`src/rtl/regfile_pkg.sv`:
```
// Shared RV32I register-file constants: data width, index width and the x0 index.
package regfile_pkg;

   localparam int unsigned RF_XLEN          = 32;
   localparam int unsigned RF_REG_NUM       = 32;
   localparam int unsigned RF_REG_IDX_WIDTH = 5;
   localparam int unsigned REG_X0           = 0;

endpackage

```
`src/rtl/regfile_if.sv`:
```
// Decode/writeback/issue bundle between the ID stage and the register file.
interface regfile_if
   import regfile_pkg::*;
#(
   parameter int unsigned XLEN          = RF_XLEN,
   parameter int unsigned REG_IDX_WIDTH = RF_REG_IDX_WIDTH
);

   logic [REG_IDX_WIDTH-1:0] rs1_idx_i;
   logic                     rs1_en_i;
   logic [REG_IDX_WIDTH-1:0] rs2_idx_i;
   logic                     rs2_en_i;
   logic [XLEN-1:0]          rs1_rdata_o;
   logic [XLEN-1:0]          rs2_rdata_o;
   logic                     wb_en_i;
   logic [REG_IDX_WIDTH-1:0] wb_idx_i;
   logic [XLEN-1:0]          wb_wdata_i;
   logic                     issue_valid_i;
   logic                     issue_load_i;
   logic [REG_IDX_WIDTH-1:0] issue_rd_idx_i;
   logic                     issue_rd_en_i;
   logic                     load_use_stall_o;

   modport master (
      output rs1_idx_i, rs1_en_i, rs2_idx_i, rs2_en_i,
      output wb_en_i, wb_idx_i, wb_wdata_i,
      output issue_valid_i, issue_load_i, issue_rd_idx_i, issue_rd_en_i,
      input  rs1_rdata_o, rs2_rdata_o, load_use_stall_o
   );

   modport slave (
      input  rs1_idx_i, rs1_en_i, rs2_idx_i, rs2_en_i,
      input  wb_en_i, wb_idx_i, wb_wdata_i,
      input  issue_valid_i, issue_load_i, issue_rd_idx_i, issue_rd_en_i,
      output rs1_rdata_o, rs2_rdata_o, load_use_stall_o
   );

endinterface

```
`src/rtl/regfile_scoreboard.sv`:
```
// Load-pending busy bits: set on load issue, cleared on writeback, with two lookup ports.
module regfile_scoreboard
   import regfile_pkg::*;
#(
   parameter int unsigned REG_NUM       = RF_REG_NUM,
   parameter int unsigned REG_IDX_WIDTH = RF_REG_IDX_WIDTH
) (
   input  logic                     clk,
   input  logic                     rst_n,
   input  logic                     issue_valid_i,
   input  logic                     issue_load_i,
   input  logic                     issue_rd_en_i,
   input  logic [REG_IDX_WIDTH-1:0] issue_rd_idx_i,
   input  logic                     wb_en_i,
   input  logic [REG_IDX_WIDTH-1:0] wb_idx_i,
   input  logic [REG_IDX_WIDTH-1:0] rs1_idx_i,
   input  logic [REG_IDX_WIDTH-1:0] rs2_idx_i,
   output logic                     rs1_busy_o,
   output logic                     rs2_busy_o
);

   localparam logic [REG_IDX_WIDTH-1:0] X0_IDX = REG_IDX_WIDTH'(REG_X0);

   logic [REG_NUM-1:0] busy_q, busy_d;
   logic               set_en, clr_en;

   assign set_en = issue_valid_i & issue_load_i & issue_rd_en_i & (issue_rd_idx_i != X0_IDX);
   assign clr_en = wb_en_i & (wb_idx_i != X0_IDX);

   // Set is applied after clear: the newly issued load is younger than the writeback.
   always_comb begin
      busy_d = busy_q;
      if (clr_en) busy_d[wb_idx_i] = 1'b0;
      if (set_en) busy_d[issue_rd_idx_i] = 1'b1;
      busy_d[0] = 1'b0;
   end

   always_ff @(posedge clk or negedge rst_n) begin
      if (!rst_n) busy_q <= '0;
      else        busy_q <= busy_d;
   end

   assign rs1_busy_o = busy_q[rs1_idx_i];
   assign rs2_busy_o = busy_q[rs2_idx_i];

endmodule

```
`src/rtl/regfile.sv`:
```
// RV32I integer register file: two write-through read ports, one writeback port,
// and the load-use stall derived from the load-pending scoreboard.
module regfile
   import regfile_pkg::*;
#(
   parameter int unsigned XLEN          = RF_XLEN,
   parameter int unsigned REG_NUM       = RF_REG_NUM,
   parameter int unsigned REG_IDX_WIDTH = RF_REG_IDX_WIDTH
) (
   input  logic      clk,
   input  logic      rst_n,
   regfile_if.slave  bus
);

   localparam logic [REG_IDX_WIDTH-1:0] X0_IDX = REG_IDX_WIDTH'(REG_X0);

   logic [XLEN-1:0]          regs_q [1:REG_NUM-1];
   logic                     wb_we;
   logic [REG_IDX_WIDTH-1:0] rd_idx  [2];
   logic                     rd_en   [2];
   logic [XLEN-1:0]          rd_data [2];
   logic                     rd_fwd  [2];
   logic [1:0]               rd_busy;
   logic [1:0]               rd_stall;

   assign wb_we = bus.wb_en_i & (bus.wb_idx_i != X0_IDX);

   always_ff @(posedge clk or negedge rst_n) begin
      if (!rst_n) begin
         for (int i = 1; i < int'(REG_NUM); i++) regs_q[i] <= '0;
      end else if (wb_we) begin
         regs_q[bus.wb_idx_i] <= bus.wb_wdata_i;
      end
   end

   regfile_scoreboard #(
      .REG_NUM       (REG_NUM),
      .REG_IDX_WIDTH (REG_IDX_WIDTH)
   ) u_scoreboard (
      .clk            (clk),
      .rst_n          (rst_n),
      .issue_valid_i  (bus.issue_valid_i),
      .issue_load_i   (bus.issue_load_i),
      .issue_rd_en_i  (bus.issue_rd_en_i),
      .issue_rd_idx_i (bus.issue_rd_idx_i),
      .wb_en_i        (bus.wb_en_i),
      .wb_idx_i       (bus.wb_idx_i),
      .rs1_idx_i      (bus.rs1_idx_i),
      .rs2_idx_i      (bus.rs2_idx_i),
      .rs1_busy_o     (rd_busy[0]),
      .rs2_busy_o     (rd_busy[1])
   );

   assign rd_idx[0] = bus.rs1_idx_i;
   assign rd_idx[1] = bus.rs2_idx_i;
   assign rd_en[0]  = bus.rs1_en_i;
   assign rd_en[1]  = bus.rs2_en_i;

   // A writeback to the requested register both supplies the data and cancels the stall.
   always_comb begin
      for (int p = 0; p < 2; p++) begin
         rd_data[p]  = '0;
         rd_fwd[p]   = 1'b0;
         rd_stall[p] = 1'b0;
         if (rd_en[p] && (rd_idx[p] != X0_IDX)) begin
            rd_fwd[p]   = bus.wb_en_i && (bus.wb_idx_i == rd_idx[p]);
            rd_data[p]  = rd_fwd[p] ? bus.wb_wdata_i : regs_q[rd_idx[p]];
            rd_stall[p] = rd_busy[p] & ~rd_fwd[p];
         end
      end
   end

   assign bus.rs1_rdata_o      = rd_data[0];
   assign bus.rs2_rdata_o      = rd_data[1];
   assign bus.load_use_stall_o = |rd_stall;

endmodule

```
`src/flat_wrapper.sv`:
```
// flat-port wrapper written by rule: the top's interface ports become plain ports
module regfile_flat import regfile_pkg::*;
#(
   parameter int unsigned XLEN          = RF_XLEN,
   parameter int unsigned REG_NUM       = RF_REG_NUM,
   parameter int unsigned REG_IDX_WIDTH = RF_REG_IDX_WIDTH
)
  (clk, rst_n, bus_rs1_idx_i, bus_rs1_en_i, bus_rs2_idx_i, bus_rs2_en_i, bus_wb_en_i, bus_wb_idx_i, bus_wb_wdata_i, bus_issue_valid_i, bus_issue_load_i, bus_issue_rd_idx_i, bus_issue_rd_en_i, bus_rs1_rdata_o, bus_rs2_rdata_o, bus_load_use_stall_o);
  regfile_if #(.XLEN(XLEN), .REG_IDX_WIDTH(REG_IDX_WIDTH)) bus_i ();
  input  logic clk;
  input  logic rst_n;
  input wire logic [$bits(bus_i.rs1_idx_i)-1:0] bus_rs1_idx_i;
  input wire logic [$bits(bus_i.rs1_en_i)-1:0] bus_rs1_en_i;
  input wire logic [$bits(bus_i.rs2_idx_i)-1:0] bus_rs2_idx_i;
  input wire logic [$bits(bus_i.rs2_en_i)-1:0] bus_rs2_en_i;
  input wire logic [$bits(bus_i.wb_en_i)-1:0] bus_wb_en_i;
  input wire logic [$bits(bus_i.wb_idx_i)-1:0] bus_wb_idx_i;
  input wire logic [$bits(bus_i.wb_wdata_i)-1:0] bus_wb_wdata_i;
  input wire logic [$bits(bus_i.issue_valid_i)-1:0] bus_issue_valid_i;
  input wire logic [$bits(bus_i.issue_load_i)-1:0] bus_issue_load_i;
  input wire logic [$bits(bus_i.issue_rd_idx_i)-1:0] bus_issue_rd_idx_i;
  input wire logic [$bits(bus_i.issue_rd_en_i)-1:0] bus_issue_rd_en_i;
  output wire logic [$bits(bus_i.rs1_rdata_o)-1:0] bus_rs1_rdata_o;
  output wire logic [$bits(bus_i.rs2_rdata_o)-1:0] bus_rs2_rdata_o;
  output wire logic [$bits(bus_i.load_use_stall_o)-1:0] bus_load_use_stall_o;
  assign bus_i.rs1_idx_i = bus_rs1_idx_i;
  assign bus_i.rs1_en_i = bus_rs1_en_i;
  assign bus_i.rs2_idx_i = bus_rs2_idx_i;
  assign bus_i.rs2_en_i = bus_rs2_en_i;
  assign bus_i.wb_en_i = bus_wb_en_i;
  assign bus_i.wb_idx_i = bus_wb_idx_i;
  assign bus_i.wb_wdata_i = bus_wb_wdata_i;
  assign bus_i.issue_valid_i = bus_issue_valid_i;
  assign bus_i.issue_load_i = bus_issue_load_i;
  assign bus_i.issue_rd_idx_i = bus_issue_rd_idx_i;
  assign bus_i.issue_rd_en_i = bus_issue_rd_en_i;
  assign bus_rs1_rdata_o = bus_i.rs1_rdata_o;
  assign bus_rs2_rdata_o = bus_i.rs2_rdata_o;
  assign bus_load_use_stall_o = bus_i.load_use_stall_o;
  regfile #(.XLEN(XLEN), .REG_NUM(REG_NUM), .REG_IDX_WIDTH(REG_IDX_WIDTH)) u_core (.clk(clk), .rst_n(rst_n), .bus(bus_i));
endmodule
```
`config.mk`:
```
export PLATFORM = sky130hd
export DESIGN_NAME = regfile_flat
export DESIGN_NICKNAME = d
export VERILOG_FILES = /design/src/rtl/regfile_pkg.sv /design/src/rtl/regfile_if.sv /design/src/rtl/regfile_scoreboard.sv /design/src/rtl/regfile.sv /design/src/flat_wrapper.sv
export SDC_FILE = /design/constraint.sdc
export NUM_CORES = 2
export LEC_CHECK = 0
export ABC_AREA = 0
export CORE_MARGIN = 2
export CORE_UTILIZATION = 55
export CTS_CLUSTER_DIAMETER = 40
export CTS_CLUSTER_SIZE = 30
export DETAILED_ROUTE_END_ITERATION = 8
export MAX_ROUTING_LAYER = met4
export PLACE_DENSITY = 0.84
export SYNTH_ARGS = -nofsm -noshare
export SYNTH_HDL_FRONTEND = slang
export SYNTH_SLANG_ARGS = --single-unit
```
`constraint.sdc`:
```
create_clock -name clk -period 3.7 [get_ports clk]
set_clock_uncertainty 0.15 [all_clocks]
set_input_delay 0.555 -clock clk [delete_from_list [all_inputs] [get_ports clk]]
set_output_delay 0.555 -clock clk [all_outputs]
set_load 0.1 [all_outputs]
```
* Yosys cells after proc, flatten, opt, wreduce, memory -nomap -nowiden
Index checks and enable logic that the tools add are counted.
** Cells by class
- $lt $le $gt $ge :: 10
- Equality and inequality tests :: 2
- Muxes and demuxes :: 25
- Bitwise gates (word level) :: 14
- Reductions and logical operators :: 12
** Operators with widths (count)
- $bwmux W992 :: 1
- $mux W32 :: 11
- $bmux W32 S5 :: 2
- $demux W32 S5 :: 1
- $and A32 B32 Y32 :: 1
- $not A32 Y32 :: 1
- $or A32 B32 Y32 :: 1
- $lt A5 B6 Y1 const B :: 4
- $reduce_bool A5 Y1 :: 4
- $ge A6 B6 Y1 const B :: 3
- $not A5 Y6 :: 3
- $bmux W1 S5 :: 2
- $demux W1 S5 :: 2
- $eq A5 B5 Y1 :: 2
- $ge A5 B1 Y1 const B :: 2
- $logic_and A1 B1 Y1 :: 7
- $and A1 B1 Y1 :: 6
- $lt A6 B1 Y1 const B :: 1
- $mux W1 :: 6
- $not A1 Y1 :: 2
- $reduce_or A2 Y1 :: 1
** Storage, ports and cells
- Bits in registers :: 1023
- Input bits :: 60
- Output and inout bits :: 65

* Logic depth before layout (Yosys ltp)
- Depth in word-level cells :: 9
- Mapped depth :: 9
- Depth with buffers taken out :: 5

* Hierarchy
A second synthesis with hierarchy kept.
** Second synthesis, totals
- Cells, all modules :: 4096
- Area, all modules :: 56065.0 um^2
** Modules (own cells, without submodules)
- regfile :: times used 1, cells an instance 3888, area an instance 54173.2 um^2, seq. area each 24823.8 um^2
- regfile_scoreboard :: times used 1, cells an instance 208, area an instance 1891.8 um^2, seq. area each 775.7 um^2

* Worst setup path after synthesis
OpenSTA, ideal clock, no wires.
- Path type :: input port to output port
- Start point :: input port bus_rs2_idx_i[0]
- End point :: output port bus_rs2_rdata_o[10]
- Arrival time :: 4.818 ns
- Data required time :: 2.995 ns
- Slack :: -1.823 ns
- Stages :: 9
- Path buffers :: 5
- Cells stage by stage :: buf_2 > buf_6 > buf_6 > buf_4 > buf_4 > a221oi_1 > o31ai_1 > a21oi_1 > o41ai_1
** On the way
- Cells in the longest elaborated chain, start to end :: 6
- Elaborated cells on any way between the ends :: 10
** RTL lines
- from (decl) :: RTL line flat_wrapper.sv:14 : input wire logic [$bits(bus_i.rs2_idx_i)-1:0] bus_rs2_idx_i;
- $not A5 Y6 (not written as such) :: RTL line regfile.sv:67 : rd_data[p] = rd_fwd[p] ? bus.wb_wdata_i : regs_q[rd_idx[p]];
- $bmux W32 S5 :: RTL line regfile.sv:67
- $mux W32 (not written as such) (2 in a row) :: RTL line regfile.sv:67
- $mux W32 :: RTL line regfile.sv:67
- $mux W32 * :: RTL line regfile.sv:65 : if (rd_en[p] && (rd_idx[p] != X0_IDX)) begin
- to (decl) :: RTL line flat_wrapper.sv:24 : output wire logic [$bits(bus_i.rs2_rdata_o)-1:0] bus_rs2_rdata_o;
Every way passes the cells marked *; elsewhere a longest branch is shown, timed or not. The select of a mux whose other input is x is not followed.

* Worst setup path in the final report
- Start point :: input port bus_rs2_idx_i[4]
- End point :: output port bus_rs2_rdata_o[26]
Same word-level chain as after synthesis.

==> impl_metrics.ini <==
[status]
status = finished, violations left
violations = setup timing

[critical_path]
crit_path_max_fanout = 7
cp_slowest_cell = dlygate4sd2_1
critPathBufInv = 3
regToRegStartpoint = u_core.regs_q[362]
rr_endpoint = u_core.regs_q[362]
cp_cell_sequence = dlygate4sd2_1 > buf_4 > and3_1 > a22oi_1 > a31oi_1 > a21o_1 > buf_12
reg2reg_depth = 1
path_delay_family = buffers and inverters
r2r_slack_ns = 2.71
critPathKind = in -> out
critPathArrivalTime_ns = 3.06
slowest_delay_ns = 0.63
required_ns = 2.99
cp-start-kind = primary input
cp-end-kind = output pin

[grt]
grt_max_degree = 95
antenna_found_initial = 9
grt_pass1_wl_mm = 279
grt_use_total = 0.381
grt-ovfl-total = 0
grt_pass1_vias = 42400

[sta]
tns_ns = -0.135
maxSlewHeadroom = 0.276
fin_ws_ns = -0.0697
holdWs_ns = 0.291
finalCritPeriodShare = 1.02
setup_viol_count_final = 5
hold_violations = 0
rsz0062_at_grt = true
fmax_mhz = 265
worst_pin_slew_ns = 1.07
fin_crit_ns = 3.77
report.final.slew_viol_count = 0

[synth]
synth_cell_types = 55
yosysWarnings = 0
synth_commonest_cells = mux2_2, dfrtp_1, mux4_2
yosysMostFrequentCell = mux2_2
syn_inst = 3817
synth.largest_area_cell = dfrtp_1
synth_nets = 3877
ys.flop_type = dfrtp_1
synthTopCellsByArea = dfrtp_1, mux2_2, mux4_2, clkbuf_1, a221oi_1
ys_seq_area_frac = 0.464
yosysTopAreaCellShare = 0.464
async_flop_share = 1.00
synth_edf_count = 0
synth_area_um2 = 55200
syn_area_per_cell_um2 = 14.5
ys_seq_elements = 1023

[floorplan]
start_util = 0.553
die_area_um2 = 103000
io_pins = 125
core-area_um2 = 99900
fp.dieH_um = 321
rows = 116
die_w_um = 321

[cts]
htree_levels = 4
clk_latency_ns = 0.74
clock_sinks = 1023
numCtsBuffers = 135
path_clk_slew_ns = 0.06
clockBufferDepth = 3
clockRootBuffer = clkbuf_16
cts_tree = built

[finish]
fin_nets = 4023
stdcell_area_um2 = 65600
drive_gt1_frac = 0.553
area_delta_synth_final_pct = 18.8
fillers = 6504
finish.utilization = 0.657

[pwr]
p_leak_uw = 0.0283
ir_drop_uv = 447
power.density_nw_per_um2 = 565

[routing]
drt_pass1_iterations = 6
wirelength_mm = 189
ant_nets = 0
detail_route.wl_per_cell_um = 35.1
num_vias = 40700
drtIter0Drc = 6472
via_per_inst = 7.56
drc = 0

[placement]
place_ws_ns = -0.108
gp_congestion = 0.974
dp_hpwl_mm = 117
placed_cell_area_um2 = 60700
io_buffers = 124

[min_path]
hold_path_class = in -> async

[flow_run]
drv_cap = 0
cell families (layout without fill, tap and decap cells):
group / Yosys count / count (layout) / share of synthesized area
AO/OA/AOI/OAI: 424 / 424 / 0.0584
XOR/XNOR: 10 / 10 / 0.00159
buffers and inverters: 444 / 702 / 0.0369
flip-flops: 1023 / 1023 / 0.464
multiplexers: 1586 / 1586 / 0.411
other: 0 / 12 / 0
AND/OR/NAND/NOR: 330 / 330 / 0.0284
worst max-delay path by stage:
stage | start | endpoint | depth (start not counted)
global placement | bus_rs2_idx_i[4] | bus_rs2_rdata_o[13] | 8
CTS | bus_rs1_idx_i[3] | bus_rs1_rdata_o[17] | 9
detailed placement | bus_rs2_idx_i[4] | bus_rs2_rdata_o[13] | 8
global route | bus_rs1_idx_i[3] | bus_rs1_rdata_o[28] | 9
finish | bus_rs2_idx_i[4] | bus_rs2_rdata_o[26] | 7
floorplan | bus_rs2_idx_i[0] | bus_rs2_rdata_o[17] | 9
layout make-up:
type	instances	area (µm²)	share of cell area
Timing Repair Buffer	428	5230	0.0798
Tap cell	1298	1620	0.0248
Multi-Input combinational cell	2350	28200	0.430
Clock buffer	164	3770	0.0575
Sequential cell	1023	25600	0.390
Inverter	25	93.8	0.00143
Clock inverter	85	1010	0.0154
Antenna cell	12	30.0	0.000458
power breakdown:
part           switching [µW]  total (µW)  internal (µW)
registers                1770       15200          13400
logic                    3610        8050           4440
clock network            5430       13900           8430
total                   10800       37100          26300
per-stage QoR:
step                total power, µW  std cells
floorplan                     20300       3817
global placement              22500       5122
detailed placement            22900       5122
CTS                           36800       5372
global route                  38100       5382
finish                        37100       5385
registers in the layout (all words and copies together), names as in the netlist:
name                        cells
u_core.u_scoreboard.busy_q     31
u_core.regs_q                 992
layout by cell type, fill, tap and decap left out, drive strengths merged, types with 9 or more instances in the layout:
cell | netlist | layout
nor2b | 36 | 36
dfrtp | 1023 | 1023
a31oi | 10 | 10
nand2 | 100 | 100
a211o | 9 | 9
o22ai | 25 | 25
a21o | 9 | 9
a22oi | 44 | 44
diode | 0 | 12
bufinv | 0 | 15
a21oi | 53 | 53
a211oi | 20 | 20
clkinv | 0 | 28
o31ai | 20 | 20
nor2 | 69 | 69
o21ai | 47 | 47
nand3 | 46 | 46
inv | 25 | 45
o41ai | 21 | 21
mux2i | 39 | 39
mux2 | 1114 | 1114
buf | 210 | 377
clkdlybuf4s50 | 0 | 49
clkbuf | 209 | 164
a22o | 16 | 16
nor3 | 43 | 43
a221oi | 74 | 74
clkinvlp | 0 | 22
a32o | 36 | 36
mux4 | 433 | 433
a221o | 31 | 31
repair_timing:
item / 4_1_cts / 5_1_grt
endpoints found under the setup margin: 21 / 25
setup buffers: 0 / 1
gates resized for setup: 7 / 12
endpoints found under the hold margin: 56 / 0
hold buffers: 1 / 0
routing by layer:
metal / up-vias / routed length (µm) / global-route usage
met3: 1011 / 27600 / 0.151
met5: - / 0 / -
met1: 20900 / 64800 / 0.460
li1: 15200 / - / -
met4: 0 / 12800 / 0.231
met2: 3567 / 83700 / 0.539
No activity file was read; power rests on OpenSTA's default activity.
